--- src/rtl/tt_um_instr_fetch.sv ---
// Instruction-fetch reader: latches the word-aligned PC on a request, reads
// BYTES consecutive bytes from a byte-wide ROM (each byte is given MEM_LAT
// wait cycles before sampling), then streams them out one byte per cycle
// with a valid strobe on uio_out[1].
//
// Handshake: there is no ready. A request (uio_in[0]) is only looked at in
// IDLE; once accepted, valid is asserted for exactly BYTES consecutive
// enabled cycles and the consumer must take every byte it sees while valid=1.
module tt_um_instr_fetch #(
    parameter int MEM_LAT = 1,
    parameter int BYTES   = 4
) (
    input  logic       clk,
    input  logic       rst_n,
    input  logic       ena,
    input  logic [7:0] ui_in,
    output logic [7:0] uo_out,
    input  logic [7:0] uio_in,
    output logic [7:0] uio_out,
    output logic [7:0] uio_oe
);

    typedef enum logic [1:0] {
        IDLE    = 2'd0,
        FETCH   = 2'd1,
        PRESENT = 2'd2
    } state_t;

    localparam logic [2:0] LAT    = 3'(MEM_LAT);
    localparam logic [1:0] LAST_B = 2'(BYTES - 1);

    state_t     state;
    state_t     state_next;
    logic [7:0] base;
    logic [1:0] k;
    logic [2:0] w;
    logic [1:0] j;
    logic [7:0] fetch_buf [4];
    logic       valid;
    logic       req;
    logic       unused_in;

    assign req       = uio_in[0];
    // Bit 1 carries no meaning as an input; the PC low bits are never address bits.
    assign unused_in = uio_in[1];

    // Next-state decode; only transitions, no datapath.
    always_comb begin
        state_next = state;
        case (state)
            IDLE:    if (req) state_next = FETCH;
            FETCH:   if (w == LAT && k == LAST_B) state_next = PRESENT;
            PRESENT: if (j == LAST_B) state_next = IDLE;
            default: state_next = IDLE;
        endcase
    end

    // State register; ena low freezes everything so a resume is seamless.
    always_ff @(posedge clk or negedge rst_n) begin
        if (!rst_n) begin
            state <= IDLE;
        end else if (ena) begin
            state <= state_next;
        end
    end

    // Address, wait/byte counters and fetched bytes.
    always_ff @(posedge clk or negedge rst_n) begin
        if (!rst_n) begin
            base <= 8'h00;
            k    <= 2'd0;
            w    <= 3'd0;
            j    <= 2'd0;
            for (int i = 0; i < 4; i++) fetch_buf[i] <= 8'h00;
        end else if (ena) begin
            case (state)
                IDLE: begin
                    if (req) begin
                        base <= {uio_in[7:2], 2'b00};
                        k    <= 2'd0;
                        w    <= 3'd0;
                    end
                end
                FETCH: begin
                    if (w < LAT) begin
                        w <= w + 3'd1;
                    end else begin
                        fetch_buf[k] <= ui_in;
                        if (k < LAST_B) begin
                            k <= k + 2'd1;
                            w <= 3'd0;
                        end else begin
                            j <= 2'd0;
                        end
                    end
                end
                PRESENT: begin
                    if (j < LAST_B) j <= j + 2'd1;
                end
                default: ;
            endcase
        end
    end

    // Output mux driven from registers only; nothing from inputs reaches the pins.
    always_comb begin
        uo_out = 8'h00;
        valid  = 1'b0;
        case (state)
            FETCH:   uo_out = base + {6'b0, k};
            PRESENT: begin
                uo_out = fetch_buf[j];
                valid  = 1'b1;
            end
            default: ;
        endcase
    end

    assign uio_out = {6'b0, valid, 1'b0};
    assign uio_oe  = 8'b0000_0010;

endmodule
--- config.mk ---
export PLATFORM = sky130hd
export DESIGN_NAME = tt_um_instr_fetch
export DESIGN_NICKNAME = d
export VERILOG_FILES = /design/src/rtl/tt_um_instr_fetch.sv
export SDC_FILE = /design/constraint.sdc
export NUM_CORES = 1
export LEC_CHECK = 0
export CORE_ASPECT_RATIO = 1.25
export CORE_MARGIN = 2
export CORE_UTILIZATION = 53
export CTS_CLUSTER_DIAMETER = 50
export DETAILED_ROUTE_END_ITERATION = 12
export PLACE_DENSITY = 0.78
export SLEW_MARGIN = 20
export SYNTH_ARGS = -nofsm -noshare
export SYNTH_HDL_FRONTEND = slang
export SYNTH_SLANG_ARGS = --single-unit
export TNS_END_PERCENT = 1
--- constraint.sdc ---
create_clock -name clk -period 2.3 [get_ports clk]
set_input_delay 0.46 -clock clk [delete_from_list [all_inputs] [get_ports clk]]
set_output_delay 0.46 -clock clk [all_outputs]
set_load 0.01 [all_outputs]
== Word level (Yosys, flattened, before mapping) ==
Index checks and enable logic that the tools add are counted.
Storage, ports and cells
  flip-flop bits (word level): 47
  input port bits: 19
  memories kept: 0
  latch bits: 0
  ROM bits: 0
  memory bits (writable): 0
  output and inout bits: 24
Cells by class
  reduce and logical (&&, ||, !) cells: 11
  equal/unequal tests: 13
  bitwise logic cells: 3
  shift-type cells: 0
  multipliers: 0
  $add $sub $neg: 4
  divide/modulo/power cells: 0
  mux-type cells: 24
  order comparisons: 6
Operator list (count)
  32-bit bitwise mux: 1
  8-bit two-way mux: 3
  2-bit two-way mux: 9
  8-bit binary-select mux with 2-bit select: 1
  8-bit demux with 2-bit select: 1
  8-bit one-hot mux with 2 select lines: 1
  2-bit != test, second input constant: 7
  5-bit AND reduction: 2
  3-bit two-way mux: 3
  8-bit by 2-bit adder with 8-bit output: 1
  2-bit one-hot mux with 2 select lines: 2
  4-bit AND reduction: 2
  2-bit equality test, second input constant: 3
  3-bit >= comparator, second input constant: 2
  3-bit by 1-bit less-than comparator with 1-bit output, second input constant: 2
  2-bit NOT with 3-bit output: 2
  2-bit one-hot mux with 3 select lines: 1
  3-bit one-hot mux with 2 select lines: 1
  3-bit AND reduction: 2
  2-bit by 1-bit adder with 2-bit output, second input constant: 2
  2-bit less-than comparator, second input constant: 2
  2-bit nonzero test: 2
  3-bit by 1-bit adder with 3-bit output, second input constant: 1
  3-bit by 1-bit equality test with 1-bit output, second input constant: 1
  other kinds (6): 7

== Depth between registers and ports, before layout ==
  word-level depth: 6
  depth in mapped cells: 7

== Least setup slack after synthesis ==
No wires, ideal clock.
  path kind: reg-to-reg
  start: register state[1]
  end: register j[0]
  setup time: 0.128 ns
  data arrival time: 1.726 ns
  stages on the path, launching flop included: 8
  slack: 0.446 ns
  buffers on the path: 2
  cell sequence: dfrtp_1 inv_1 ha_1 buf_4 or4b_1 buf_4 nand4_2 mux2_1
Between the ends
  cells in the longest elaborated chain, start to end: 3
  elaborated cells on any way between the ends: 8
  those cells by class: 5 x eq/ne; 1 x mux; 2 x reduce/logical
RTL lines
  from (decl): line 32  | state_t state;
  from (signal assigned): line 63  | state <= state_next;
  2-bit equality test or 2-bit by 1-bit equality test with 1-bit output (tied branches): line 76  | case (state)
  2-bit != test (no source line) or 2-bit nonzero test (tied branches)
  5-bit AND reduction (no source line)
  to (signal assigned): line 98  | if (j < LAST_B) j <= j + 2'd1;
  to (decl): line 37  | logic [1:0] j;
Several ways; a longest one is shown, not always the timed one.
A chain may end at the register's enable or synchronous reset.

== Final worst setup path ==
  start: register j[0]
  end: output uo_out[5]
Between the ends
  cells in the longest elaborated chain, start to end: 5
RTL lines
  2-bit NOT with 3-bit output (not written as such): line 112  | uo_out = fetch_buf[j];
  8-bit binary-select mux with 2-bit select: line 112
  8-bit two-way mux (not written as such) (2 in series): line 112
  8-bit one-hot mux with 2 select lines: line 109  | case (state)
  to (decl): line 17  | output logic [7:0] uo_out,
No other way between the ends. The select of a mux whose other input is x is not followed.

==> results.toml <==
[status]
outcome = "finished clean"

[sta]
hold_slack_ns = 0.241
setup_violations = 0
worstMarginPinSlew_ns = 0.588
max_slew_margin_pct = 60.8
finalClockSkew_ns = 0.0104
drv_slew = 0
fin_crit_ns = 2.26
finalHoldViolations = 0
finalWorstSetupSlack_ns = 0.0428
rsz0062_at_grt = "yes"
fin_crit_sh_pct = 98.1
fmax_ghz = 0.443

[placement]
placed_area_sq_mm = 0.00288
gp_congestion = 0.847
dp_hpwl_microns = 3320
dpl_worst_slack_ns = 0.00984
dp.cells = 282
portBuffers = 26

[clock_network]
cts_tree = "done"
cts.path.max_buffers = 2
cts_buffers = 5
cts_root_buffer = "clkbuf_8"
htreeDepth = 2
clock_latency_ns = 0.30
clk_pin_slew_worst_paths_ns = 0.09
cts_sinks = 47

[power_and_ir_drop]
powerDensity_mw_per_mm2 = 1220
peakVddDrop_mv = 0.515
pwr-share-seq_pct = 37.9
swShare_pct = 34.6
clkPwrFrac_pct = 14.3
leakagePower_nw = 1.36
p_int_mw = 2.40
combPwrFrac_pct = 47.8
switching_power_mw = 1.27

[critical_path]
cp_slowest_cell = "mux4_2"
crit_type = "reg2out"
critical_path.max_fanout = 4
r2r_slack_ns = 0.20
crit_path_end_kind = "output port"
start_kind = "flop"
cp.arrival_ns = 1.80
crit_required_ns = 1.84
worst-path-buf-inv = 2
crit_chain = "buf_6 -> mux4_2 -> a22oi_2 -> nor2b_1 -> dlygate4sd2_1"
cpPeakStageDelay_ns = 0.51
crit_family = "multiplexers"

[floorplan]
rows = 28
ioPinCount = 43
start_util_pct = 54.3
die_y_microns = 81.5
die_w_microns = 66.0
die-area_sq_mm = 0.00538
core_area_sq_mm = 0.00469

[final_layout]
nNetsFinal = 259
drive_gt1_share_pct = 41.3
fin_area_sq_mm = 0.00300
antenna_cells = 0
fin_util_pct = 64.0
area_delta_synth_final_pct = 17.9
stdcell_count = 290

[routing]
dr.pass1.iters = 4
ant_nets = 0
drt-total-wl_microns = 4650
drt_iter0_drc = 145
dr_total_vias = 1613
viasPerCell = 5.56
avgRoutedWirePerCell_microns = 16.0
drc_errors = 0

[global_routing]
grt-ovfl-total = 0
first_global_vias = 1557
antenna_found_initial = 0
track_usage_pct = 19.3
grt_pass1_wl_microns = 7720
grt_max_degree = 48

[logic_synthesis]
synth_top_family_by_area = "multiplexers"
synth_cell_types = 36
syn-cell-area_sq_mm = 0.00255
synth_compound_area_share_pct = 7.12
synth-seq-cells = 47
synth.avg_cell_area_sq_um = 13.3
muxShareOfSynthArea_pct = 25.6
synth_xor_area_share_pct = 0
yosys.area_share.adder_pct = 5.40
ys.warnings.count = 0
yosysSeqAreaShare_pct = 46.2
synth-simple-area-share_pct = 7.96
synthCells = 192

[run]
maxCapViolCount = 0

[min_path]
hold_class = "in2async"
[timing repair]
item | in CTS | in global routing
setup endpoints to repair | 9 | 9
resized for setup | 14 | 21
setup buffers | 0 | 0
hold buffers | 0 | 0
pin swaps | 1 | 3
[Yosys cell counts, drive strengths merged]
cell type  number  area share [%]
nand3           2            0.39
mux4            8             7.1
a22o            2            0.69
a41oi           1            0.34
o2111ai         1            0.34
buf            20             5.7
a21o            1            0.29
mux2           41              18
inv             9             1.3
nand4           1            0.49
a2111oi         1            0.34
clkbuf          3            0.44
o311a           1            0.39
nor3            1            0.64
or4b            1            0.39
a22oi           9             2.7
conb            2            0.29
and2            1            0.25
o22ai           1            0.25
mux2i           1            0.39
nor2b          11             2.7
nand2           7             1.4
and4            1            0.44
o2111a          1            0.44
nor4bb          1            0.39
dfrtp          47              46
nand2b          1            0.25
nand3b          1            0.29
o221ai          1            0.59
ha             11             5.4
and2b           1            0.29
o41a            1            0.44
o41ai           1            0.34
[path summary, 6_finish.rpt]
| path | cells past startpoint | to | start |
|---|---|---|---|
| max | 5 | uo_out[5] | j[0] |
| min | 2 | fetch_buf[30] | rst_n |
| max reg2reg | 5 | j[0] | state[1] |
| min reg2reg | 1 | fetch_buf[15] | fetch_buf[15] |
| max in group asynchronous | 2 | fetch_buf[15] | rst_n |
| min in group clk | 1 | fetch_buf[15] | fetch_buf[15] |
[registers in the layout (all words and copies together) (netlist names)]
register,count
fetch_buf,32
k,2
j,2
w,3
state,2
base,6
[placed cells by master (no fill, tap or decap), types with 2 or more instances in the layout]
cell,netlist,routed
ha_1,11,8
conb_1,2,15
inv_1,9,9
buf_4,18,12
buf_6,0,2
clkbuf_2,0,6
a22oi_2,0,8
nand2_1,3,3
mux2_2,40,40
mux4_2,8,8
dfrtp_1,47,47
clkbuf_8,0,6
a22o_1,2,2
nor2b_1,11,11
nand3_1,2,2
clkdlybuf4s50_1,0,17
nand2_2,4,4
ha_2,0,2
[routing by layer]
metal / up-vias / wire [microns] / track usage [%]
met5: - / 0 / 0
met4: 0 / 102 / 7.55
met3: 9 / 183 / 3.84
met2: 39 / 2360 / 31.3
met1: 822 / 2010 / 25.6
li1: 743 / - / -
[power by group through the flow]
stage	Combinational [mW]	Clock [mW]	Sequential (mW)
after floorplan	1.23	0	1.33
after global placement	1.66	0	1.38
after detailed placement	1.70	0	1.39
after CTS	1.70	0.544	1.38
after global routing	1.92	0.577	1.44
final	1.76	0.527	1.39
[kinds of logic (layout without fill, tap and decap cells)]
family | Yosys count | after routing
multiplexers | 50 | 50
buffers and inverters | 32 | 57
AO/OA/AOI/OAI | 21 | 21
AND/OR/NAND/NOR | 29 | 29
adder cells (fa/ha/maj) | 11 | 11
other | 2 | 15
flip-flops | 47 | 47
[metrics by stage]
step | TNS, ns | power (mW)
floorplan | 0 | 2.56
global placement | 0 | 3.04
detailed placement | 0 | 3.09
CTS | -0.0245 | 3.63
global route | -0.0592 | 3.94
finish | 0 | 3.67
[layout make-up]
class / instances / area (sq um)
fill: 380 / 1690
multi-input combinational: 126 / 1290
sequential: 47 / 1180
timing repair buffer: 40 / 337
clock buffer: 7 / 86.3
tap: 60 / 75.1
inverter: 9 / 33.8
clock inverter: 1 / 8.76
No activity file was read; power rests on OpenSTA's default activity.
